**src/rtl/inst_fetch_seq.sv**
```systemverilog
`default_nettype none
// ============================================================================
//  Module   : inst_fetch_seq
//  Purpose  : Instruction fetch and sequencing for the 4-bit accumulator CPU.
//             Owns the PC, fetches instruction words from program ROM over a
//             req/ack handshake, presents registered opcode/immediate fields
//             to the decoder, registers the ALU carry and applies the
//             decoder's active-low PC-load strobe at the end of EXEC.
//  Revision : 1.0 - initial release
// ============================================================================
module inst_fetch_seq #(
  parameter int ADDR_W = 4,
  parameter int IMM_W  = 4
) (
  input  logic                 clkin,
  input  logic                 rstin,
  input  logic                 haltin,
  input  logic                 stepin,
  output logic [ADDR_W-1:0]    rom_addrout,
  output logic                 rom_reqout,
  input  logic                 rom_ackin,
  input  logic [IMM_W+3:0]     rom_datain,
  output logic                 op0out,
  output logic                 op1out,
  output logic                 op2out,
  output logic                 op3out,
  output logic [IMM_W-1:0]     immout,
  output logic                 cout,
  input  logic                 alu_cin,
  input  logic                 ld3in,
  input  logic [ADDR_W-1:0]    pc_datain,
  output logic                 execout,
  output logic                 haltedout
);

  typedef enum logic [1:0] {
    ST_RESET_WAIT = 2'd0,
    ST_FETCH      = 2'd1,
    ST_EXEC       = 2'd2,
    ST_HALT       = 2'd3
  } state_t;

  state_t              r_state;
  logic [ADDR_W-1:0]   r_pc;
  logic                r_req;
  logic                r_exec;
  logic                r_halted;
  logic                r_step;     // set while a single-step instruction is in flight
  logic [3:0]          r_op;
  logic [IMM_W-1:0]    r_imm;
  logic                r_carry;
  logic [ADDR_W-1:0]   w_pc_inc;

  // Sequential PC increment; natural overflow gives the 15 -> 0 wrap.
  assign w_pc_inc = r_pc + ADDR_W'(1);

  // Sequencer FSM: all outputs are registered and cleared asynchronously,
  // so an in-flight request drops as soon as reset is asserted.
  always_ff @(posedge clkin or posedge rstin) begin
    if (rstin) begin
      r_state  <= ST_RESET_WAIT;
      r_pc     <= '0;
      r_req    <= 1'b0;
      r_exec   <= 1'b0;
      r_halted <= 1'b0;
      r_step   <= 1'b0;
      r_op     <= '0;
      r_imm    <= '0;
      r_carry  <= 1'b0;
    end else begin
      case (r_state)
        ST_RESET_WAIT: begin
          if (haltin) begin
            r_state  <= ST_HALT;
            r_halted <= 1'b1;
          end else begin
            r_state  <= ST_FETCH;
            r_req    <= 1'b1;
          end
        end

        ST_FETCH: begin
          // Request and address stay stable until the ROM acknowledges.
          if (rom_ackin) begin
            r_op    <= rom_datain[IMM_W+3:IMM_W];
            r_imm   <= rom_datain[IMM_W-1:0];
            r_req   <= 1'b0;
            r_exec  <= 1'b1;
            r_state <= ST_EXEC;
          end
        end

        ST_EXEC: begin
          r_exec  <= 1'b0;
          // Carry seen by the decoder is always that of the previous instruction.
          r_carry <= alu_cin;
          // Active-low load: a jump takes the target verbatim, even at PC=max.
          if (!ld3in) begin
            r_pc <= pc_datain;
          end else begin
            r_pc <= w_pc_inc;
          end
          r_step <= 1'b0;
          if (haltin || r_step) begin
            r_state  <= ST_HALT;
            r_halted <= 1'b1;
          end else begin
            r_state  <= ST_FETCH;
            r_req    <= 1'b1;
          end
        end

        ST_HALT: begin
          // Step has priority over resume; otherwise hold everything.
          if (stepin) begin
            r_state  <= ST_FETCH;
            r_req    <= 1'b1;
            r_halted <= 1'b0;
            r_step   <= 1'b1;
          end else if (!haltin) begin
            r_state  <= ST_FETCH;
            r_req    <= 1'b1;
            r_halted <= 1'b0;
            r_step   <= 1'b0;
          end
        end

        default: begin
          r_state  <= ST_RESET_WAIT;
          r_req    <= 1'b0;
          r_exec   <= 1'b0;
          r_halted <= 1'b0;
          r_step   <= 1'b0;
        end
      endcase
    end
  end

  assign rom_addrout = r_pc;
  assign rom_reqout  = r_req;
  assign op0out      = r_op[0];
  assign op1out      = r_op[1];
  assign op2out      = r_op[2];
  assign op3out      = r_op[3];
  assign immout      = r_imm;
  assign cout        = r_carry;
  assign execout     = r_exec;
  assign haltedout   = r_halted;

endmodule
`default_nettype wire

```
**config.mk**
```make
export PLATFORM = sky130hd
export DESIGN_NAME = inst_fetch_seq
export DESIGN_NICKNAME = d
export VERILOG_FILES = /design/src/rtl/inst_fetch_seq.sv
export SDC_FILE = /design/constraint.sdc
export NUM_CORES = 1
export LEC_CHECK = 0
export ABC_CLOCK_PERIOD_IN_PS = 1950
export CAP_MARGIN = 20
export CORE_ASPECT_RATIO = 0.9
export CORE_MARGIN = 2
export CORE_UTILIZATION = 43
export CTS_CLUSTER_SIZE = 25
export DETAILED_ROUTE_END_ITERATION = 10
export HOLD_SLACK_MARGIN = 0.02
export PLACE_DENSITY = 0.77
export SLEW_MARGIN = 40
export SYNTH_ARGS = -nofsm -noshare
export SYNTH_HDL_FRONTEND = slang
export SYNTH_SLANG_ARGS = --single-unit
```
**constraint.sdc**
```tcl
create_clock -name clkin -period 1.95 [get_ports clkin]
set_input_delay 0.4875 -clock clkin [delete_from_list [all_inputs] [get_ports clkin]]
set_output_delay 0.4875 -clock clkin [all_outputs]
set_load 0.005 [all_outputs]
```
==> impl_results.md, run 1 <==
* Run status: finished, final reports clean
* Deepest clock path buffer count at 2
* Number of hold-slack violations in the final timing report at 0
* Hold buffers post-CTS at 0
* Chip height at 49.1 um
* Top library cells by usage in the layout, fill and taps aside: 34 x sky130_fd_sc_hd__clkdlybuf4s50_1, 19 x sky130_fd_sc_hd__dfrtp_1, 10 x sky130_fd_sc_hd__mux2_2
* Antenna Nets Post-Route at 0
* Source-to-sink clock delay at the later pin of the worst-skew pair at 0.30 ns
* FP Rows at 16
* Worst Path Max Fanout at 5
* Final critical path time including I/O delays and setup at 1.72 ns
* Fin Clk Skew at 0.00315 ns
* Clock tree from TritonCTS: yes
* Slew HR at 77.7%
* Share of the cycle needed by the critical path after routing at 88.3%
* Clock buffer count from CTS at 3
* Buffer type at the clock tree root: sky130_fd_sc_hd__clkbuf_4
* Synthesized flop and latch total at 19
* Classification of the worst-slack hold path: primary input to async pin
* Filler cells at 182
* Final total negative setup slack at 0 ns
* I/O pins at 35
* Final-report setup violation count at 0
* Register-to-register setup slack at 0.24 ns
* Synthesis Warnings at 0
* Inserted Diodes at 0
* TritonCTS Sinks at 19
* Cell with the largest stage delay on the worst path: sky130_fd_sc_hd__clkdlybuf4s50_1
* Sequential area share after synthesis at 48.8%
* RePlAce Congestion at 0.837
* Layout Nets at 151
* Clock-pin slew on the worst setup and hold paths at 0.11 ns
* Quantity of I/O buffers inserted on ports at 34
* Setup repair after global routing missed its margin: false
* Leading cell type in the layout, fill and taps excluded: sky130_fd_sc_hd__clkdlybuf4s50_1
* Critical path buffers and inverters at 1
* Family with the most delay on the worst path: buffers and inverters
* Count of buffers added by post-CTS timing repair for setup at 0
* Via count of the first global-routing pass at 793
* First-pass GRT wire length at 3290 um
* Total DRC errors in the routed layout at 0
* Net Count, Synth at 112
* Vias per cell at 5.32
* CTS resizes at 0
* Final count of pins violating max slew at 0
* Largest net degree at the start of global routing at 20
* Post-detailed-route wirelength per cell at 13.1 um
* Proportion of layout cells with a drive suffix above 1 at 13.7%
* Distinct cells, synth at 29
* Peak ir drop on the vdd network at 0.887 mV
* Width of the die at 54.2 um
* Maximum operating frequency at 581 MHz
* Effective utilization at floorplan at 45.0%
* Half-perimeter wire length after detailed placement at 1540 um
* Critical Path Source Type: flop
* Core area at 2160 sq um
* Required time at the worst-slack endpoint at 1.46 ns
* Leak pwr at 0.610 nW
* Power per cell area at 1490 nW/um^2
* Area of the die at 2660 sq um
* Layout-stage area growth over the synthesis result at 41.9%
* Total via count after detailed routing at 804
* Antenna violations before repair at 0
* Post-DP Area at 1350 sq um
* Slew at the pin closest to its max-slew limit at 0.334 ns
* CTS H-Tree Depth at 1
* Residual overflow from global routing at 0
* First-pass iteration count of the detailed router at 4
* Delay of the slowest critical-path stage at 0.52 ns
* Post-synthesis area per instance at 11.3 sq um
* Data arrival time at the worst-slack endpoint at 1.23 ns
* Detailed router's first-iteration violation count at 12
* Cells after synthesis at 86
* Endpoint kind of the worst setup timing path: output pin
* Post-route cell area at 1380 sq um
* Critical path, cell by cell: clkdlybuf4s50_1
* Post-synth design cell area at 973 sq um
* Routed WL at 1970 um
* GRT Total Usage at 17.1%
* Maxcap violations at 0
* Crit Path Class: flop to output pin
[state kept, by name, indices dropped and copies added (netlist names)]
signal / count
r_state: 2
execout: 1
r_step: 1
haltedout: 1
r_op: 4
rom_reqout: 1
cout: 1
immout: 4
rom_addrout: 4
[worst paths after layout]
| check | to | start | cells after the start |
|---|---|---|---|
| worst max-delay path | rom_addrout[0] | rom_addrout[0] | 1 |
| worst min-delay path | r_op[1] | rstin | 3 |
| worst max register to register | haltedout | r_state[0] | 5 |
| worst min register to register | immout[3] | immout[3] | 1 |
| max in group asynchronous | rom_addrout[2] | rstin | 3 |
| min in group clkin | immout[3] | immout[3] | 1 |
[metrics by stage]
| stage | worst slack, ns | cells | hold WS, ns | util, % | total power [W] |
|---|---|---|---|---|---|
| 5_1_grt | 0.0945 | 151 | 0.506 | 63.9 | 0.00224 |
| 3_5_place_dp | 0.126 | 147 | 0.492 | 62.6 | 0.00187 |
| 3_3_place_gp | 0.154 | 147 | 0.486 | 62.6 | 0.00182 |
| 2_1_floorplan | 0.406 | 86 | 0.439 | - | 0.00135 |
| 4_1_cts | 0.210 | 151 | 0.485 | 63.9 | 0.00208 |
| 6_report | 0.228 | 151 | 0.488 | 63.9 | 0.00205 |
[cell type report]
| type | count | area [sq um] | area share (%) |
|---|---|---|---|
| Inverter | 6 | 22.5 | 1.63 |
| Clock inverter | 1 | 5.00 | 0.362 |
| Timing Repair Buffer | 36 | 355 | 25.7 |
| Multi-Input combinational cell | 59 | 467 | 33.8 |
| Sequential cell | 19 | 475 | 34.4 |
| Tap cell | 27 | 33.8 | 2.45 |
| Clock buffer | 3 | 22.5 | 1.63 |
[kinds of logic (layout without fill, tap and decap cells)]
group           count (synthesis)  after routing  synth area share, %
mux                            13             13                 14.7
compound gates                 22             22                 14.8
flops                          19             19                 48.8
buf+inv                         8             46                 3.21
fa+ha+maj                       7              7                 9.00
simple gates                   17             17                 9.51
[Yosys cell counts]
cell type | n | area [sq um]
sky130_fd_sc_hd__nand3_1 | 2 | 10.0
sky130_fd_sc_hd__mux2_2 | 10 | 113
sky130_fd_sc_hd__ha_1 | 7 | 87.6
sky130_fd_sc_hd__o21bai_1 | 1 | 7.51
sky130_fd_sc_hd__nor2_1 | 3 | 11.3
sky130_fd_sc_hd__nand2_1 | 4 | 15.0
sky130_fd_sc_hd__a22o_1 | 1 | 8.76
sky130_fd_sc_hd__nand2b_1 | 2 | 12.5
sky130_fd_sc_hd__a211o_1 | 1 | 8.76
sky130_fd_sc_hd__a2bb2oi_1 | 1 | 8.76
sky130_fd_sc_hd__inv_1 | 6 | 22.5
sky130_fd_sc_hd__a21boi_0 | 1 | 7.51
sky130_fd_sc_hd__o21ai_1 | 1 | 5.00
sky130_fd_sc_hd__or4_1 | 1 | 7.51
sky130_fd_sc_hd__buf_2 | 1 | 5.00
sky130_fd_sc_hd__clkbuf_1 | 1 | 3.75
sky130_fd_sc_hd__dfrtp_1 | 19 | 475
sky130_fd_sc_hd__o22ai_1 | 1 | 6.26
sky130_fd_sc_hd__nor3b_2 | 1 | 12.5
sky130_fd_sc_hd__nor4_1 | 1 | 6.26
sky130_fd_sc_hd__a21o_1 | 1 | 7.51
sky130_fd_sc_hd__a21oi_1 | 7 | 35.0
sky130_fd_sc_hd__a221o_1 | 1 | 10.0
sky130_fd_sc_hd__nor2b_1 | 2 | 12.5
sky130_fd_sc_hd__mux2i_1 | 3 | 30.0
sky130_fd_sc_hd__nor3_1 | 1 | 5.00
sky130_fd_sc_hd__o32ai_1 | 1 | 8.76
sky130_fd_sc_hd__o21ai_0 | 4 | 20.0
sky130_fd_sc_hd__o311a_1 | 1 | 10.0
[layer usage]
| layer | global-route usage, % | vias to the layer above | wire length (um) |
|---|---|---|---|
| met5 | 0 | - | 0 |
| met4 | 6.25 | 0 | 20 |
| met3 | 8.28 | 5 | 187 |
| met2 | 27.5 | 31 | 954 |
| met1 | 19.2 | 379 | 812 |
| li1 | - | 389 | - |
[power breakdown]
part,internal [W],total [W],switching (W)
Clock,0.0000765,0.000201,0.000125
Combinational,0.000682,0.00111,0.000433
Sequential,0.000595,0.000737,0.000143
Power figures use the tool's default switching activity.
==> inputs of run 2 (changes only) <==
- CTS_CLUSTER_SIZE: 25 -> 30
==> results of run 2 <==
No change in the layout: final DEF, timing and power equal those of run 1.
==> inputs of run 3 (changes only) <==
- CORE_UTILIZATION: 43 -> 40
- PLACE_DENSITY: 0.77 -> 0.73
==> run 3 against run 2 <==
Maximum frequency shrank 3.0%. Critical path depth grew 4. Global-route usage fell by 0.93 points. Worst setup slack got worse by 0.054 ns. Total power fell by 0.63%. Via count fell by 0.25%. Non-clock buffer count stayed put. Clock power down 3%. Critical endpoint is now haltedout. Largest power group unchanged. Highest routed layer unchanged.
==> impl_results.md, run 3 (synthesis results as in run 1) <==
* Run status: finished, final reports clean (unchanged)
* Antenna violations before repair at 0 (unchanged)
* Post-route cell area at 1380 sq um (unchanged)
* Via count of the first global-routing pass at 843 (was 793)
* Critical path launch point: r_state[0] (was rom_addrout[0])
* Final critical path time including I/O delays and setup at 1.78 ns (was 1.72 ns)
* Maxcap violations at 0 (unchanged)
* Leading cell type in the layout, fill and taps excluded: sky130_fd_sc_hd__clkdlybuf4s50_1 (unchanged)
* Post-place setup slack at 0.115 ns (was 0.126 ns)
* Quantity of I/O buffers inserted on ports at 34 (unchanged)
* Endpoint kind of the worst setup timing path: flop (was output pin)
* Grt met3 use at 7.47% (was 8.28%)
* Critical path, cell by cell: inv_1 > ha_1 > nor3b_2 > o32ai_1 > a221o_1 (was clkdlybuf4s50_1)
* Worst Path Max Fanout at 9 (was 5)
* Number of hold-slack violations in the final timing report at 0 (unchanged)
* Final-report setup violation count at 0 (unchanged)
* Layout Nets at 151 (unchanged)
* Setup repair after global routing missed its margin: false (unchanged)
* Final total negative setup slack at 0 ns (unchanged)
* Required time at the worst-slack endpoint at 2.14 ns (was 1.46 ns)
* TritonCTS Sinks at 19 (unchanged)
* Leak pwr at 0.610 nW (unchanged)
* Antenna Nets Post-Route at 0 (unchanged)
* Buffer type at the clock tree root: sky130_fd_sc_hd__clkbuf_4 (unchanged)
* Maximum operating frequency at 563 MHz (was 581 MHz)
* Top library cells by usage in the layout, fill and taps aside: 34 x sky130_fd_sc_hd__clkdlybuf4s50_1, 19 x sky130_fd_sc_hd__dfrtp_1, 10 x sky130_fd_sc_hd__mux2_2 (unchanged)
* FP Rows at 16 (unchanged)
* Proportion of layout cells with a drive suffix above 1 at 13.7% (unchanged)
* Detailed router's first-iteration violation count at 28 (was 12)
* Power per cell area at 1480 nW/um^2 (was 1490 nW/um^2)
* Critical Path Source Type: flop (unchanged)
* Delay of the slowest critical-path stage at 0.43 ns (was 0.52 ns)
* Post-route worst setup slack at 0.174 ns (was 0.228 ns)
* Endpoint of the worst setup timing path: haltedout (was rom_addrout[0])
* Launch instance of the worst register-to-register path: r_state[0] (unchanged)
* Total via count after detailed routing at 802 (was 804)
* Post-detailed-route wirelength per cell at 13.3 um (was 13.1 um)
* Finished Core Util at 61.6% (was 63.9%)
* Count of buffers added by post-CTS timing repair for setup at 0 (unchanged)
* Vias per cell at 5.31 (was 5.32)
* Crit Path Class: flop to flop (was flop to output pin)
* RePlAce Congestion at 0.822 (was 0.837)
* Clock buffer count from CTS at 3 (unchanged)
* Fin Clk Skew at 0.00103 ns (was 0.00315 ns)
* Register-to-register setup slack at 0.17 ns (was 0.24 ns)
* Inserted Diodes at 0 (unchanged)
* Effective utilization at floorplan at 43.4% (was 45.0%)
* Deepest clock path buffer count at 2 (unchanged)
* First-pass GRT wire length at 3580 um (was 3290 um)
* Data arrival time at the worst-slack endpoint at 1.96 ns (was 1.23 ns)
* Cell with the largest stage delay on the worst path: sky130_fd_sc_hd__dfrtp_1 (was sky130_fd_sc_hd__clkdlybuf4s50_1)
* Classification of the worst-slack hold path: primary input to async pin (unchanged)
* Largest net degree at the start of global routing at 12 (was 20)
* Final count of pins violating max slew at 0 (unchanged)
* Width of the die at 56 um (was 54.2 um)
* CTS H-Tree Depth at 1 (unchanged)
* Total DRC errors in the routed layout at 0 (unchanged)
* Slew HR at 77.4% (was 77.7%)
* Global routing's busiest layer: met2 (unchanged)
* GRT Total Usage at 16.2% (was 17.1%)
* Path depth of the worst reg2reg path at 5 (unchanged)
* End of the worst register-to-register path: haltedout (unchanged)
* Global routing met2 resource utilization at 29.4% (was 27.5%)
* Share of the cycle needed by the critical path after routing at 91.1% (was 88.3%)
* Placed cell count at 147 (unchanged)
* Post-DP Area at 1350 sq um (unchanged)
* Final non-filler cell total at 151 (unchanged)
* I/O pins at 35 (unchanged)
* First-pass iteration count of the detailed router at 4 (unchanged)
* Hold buffers post-CTS at 0 (unchanged)
* CTS resizes at 0 (unchanged)
* Core area at 2240 sq um (was 2160 sq um)
* GR met1 Demand/Resource at 17.3% (was 19.2%)
* Clock tree from TritonCTS: yes (unchanged)
* Source-to-sink clock delay at the later pin of the worst-skew pair at 0.29 ns (was 0.30 ns)
* Routed WL at 2010 um (was 1970 um)
* Filler cells at 192 (was 182)
* Area of the die at 2840 sq um (was 2660 sq um)
* Peak ir drop on the vdd network at 0.877 mV (was 0.887 mV)
* Residual overflow from global routing at 0 (unchanged)
* Clock-pin slew on the worst setup and hold paths at 0.11 ns (about the same)
* Layout-stage area growth over the synthesis result at 41.9% (unchanged)
* Chip height at 50.8 um (was 49.1 um)
* Slew at the pin closest to its max-slew limit at 0.339 ns (was 0.334 ns)
run 3: cell counts in the layout (fill, tap and decap cells not counted):
Identical to the previous run, type by type.
run 3: through the flow:
step	hold slack (ns)	total power, W
5_1_grt	0.465	0.00223
6_report	0.436	0.00204
4_1_cts	0.432	0.00207
3_3_place_gp	0.487	0.00182
3_5_place_dp	0.493	0.00187
2_1_floorplan	0.439	0.00135
run 3: worst max-delay path: cells and delay by family (launching register included):
family | cells | cell delay [ns]
buf+inv | 1 | 0.13
compound gates | 2 | 0.47
flops | 1 | 0.43
simple gates | 1 | 0.29
fa+ha+maj | 1 | 0.35
run 3: worst min path at each step:
stage / from / endpoint / cells after the start
2_1_floorplan: rstin / cout / 1
3_3_place_gp: immout[3] / immout[3] / 1
3_5_place_dp: immout[2] / immout[2] / 1
4_1_cts: rstin / immout[1] / 2
5_1_grt: rstin / immout[1] / 2
6_report: rstin / immout[1] / 2
run 3: metal layers:
metal | up-vias | routed length, um | part of all wire, %
met2 | 32 | 1000 | 50
met4 | 0 | 12 | 0.60
met3 | 2 | 156 | 7.8
met1 | 382 | 835 | 42
li1 | 386 | - | -
met5 | - | 0 | 0
run 3: where the power goes:
part           switching, W  total, W  internal [W]
Sequential         0.000147  0.000741      0.000595
Combinational      0.000426   0.00110      0.000678
Clock              0.000119  0.000195     0.0000762
Total              0.000691   0.00204       0.00135
run 3: cell type report:
class                   count  area (sq um)  area share [%]
multi-input cells          59           467            33.8
well taps                  27          33.8            2.45
clock inverters             1          5.00           0.362
inverters                   6          22.5            1.63
clock buffers               3          22.5            1.63
flip-flops and latches     19           475            34.4
repair buffers             36           355            25.7
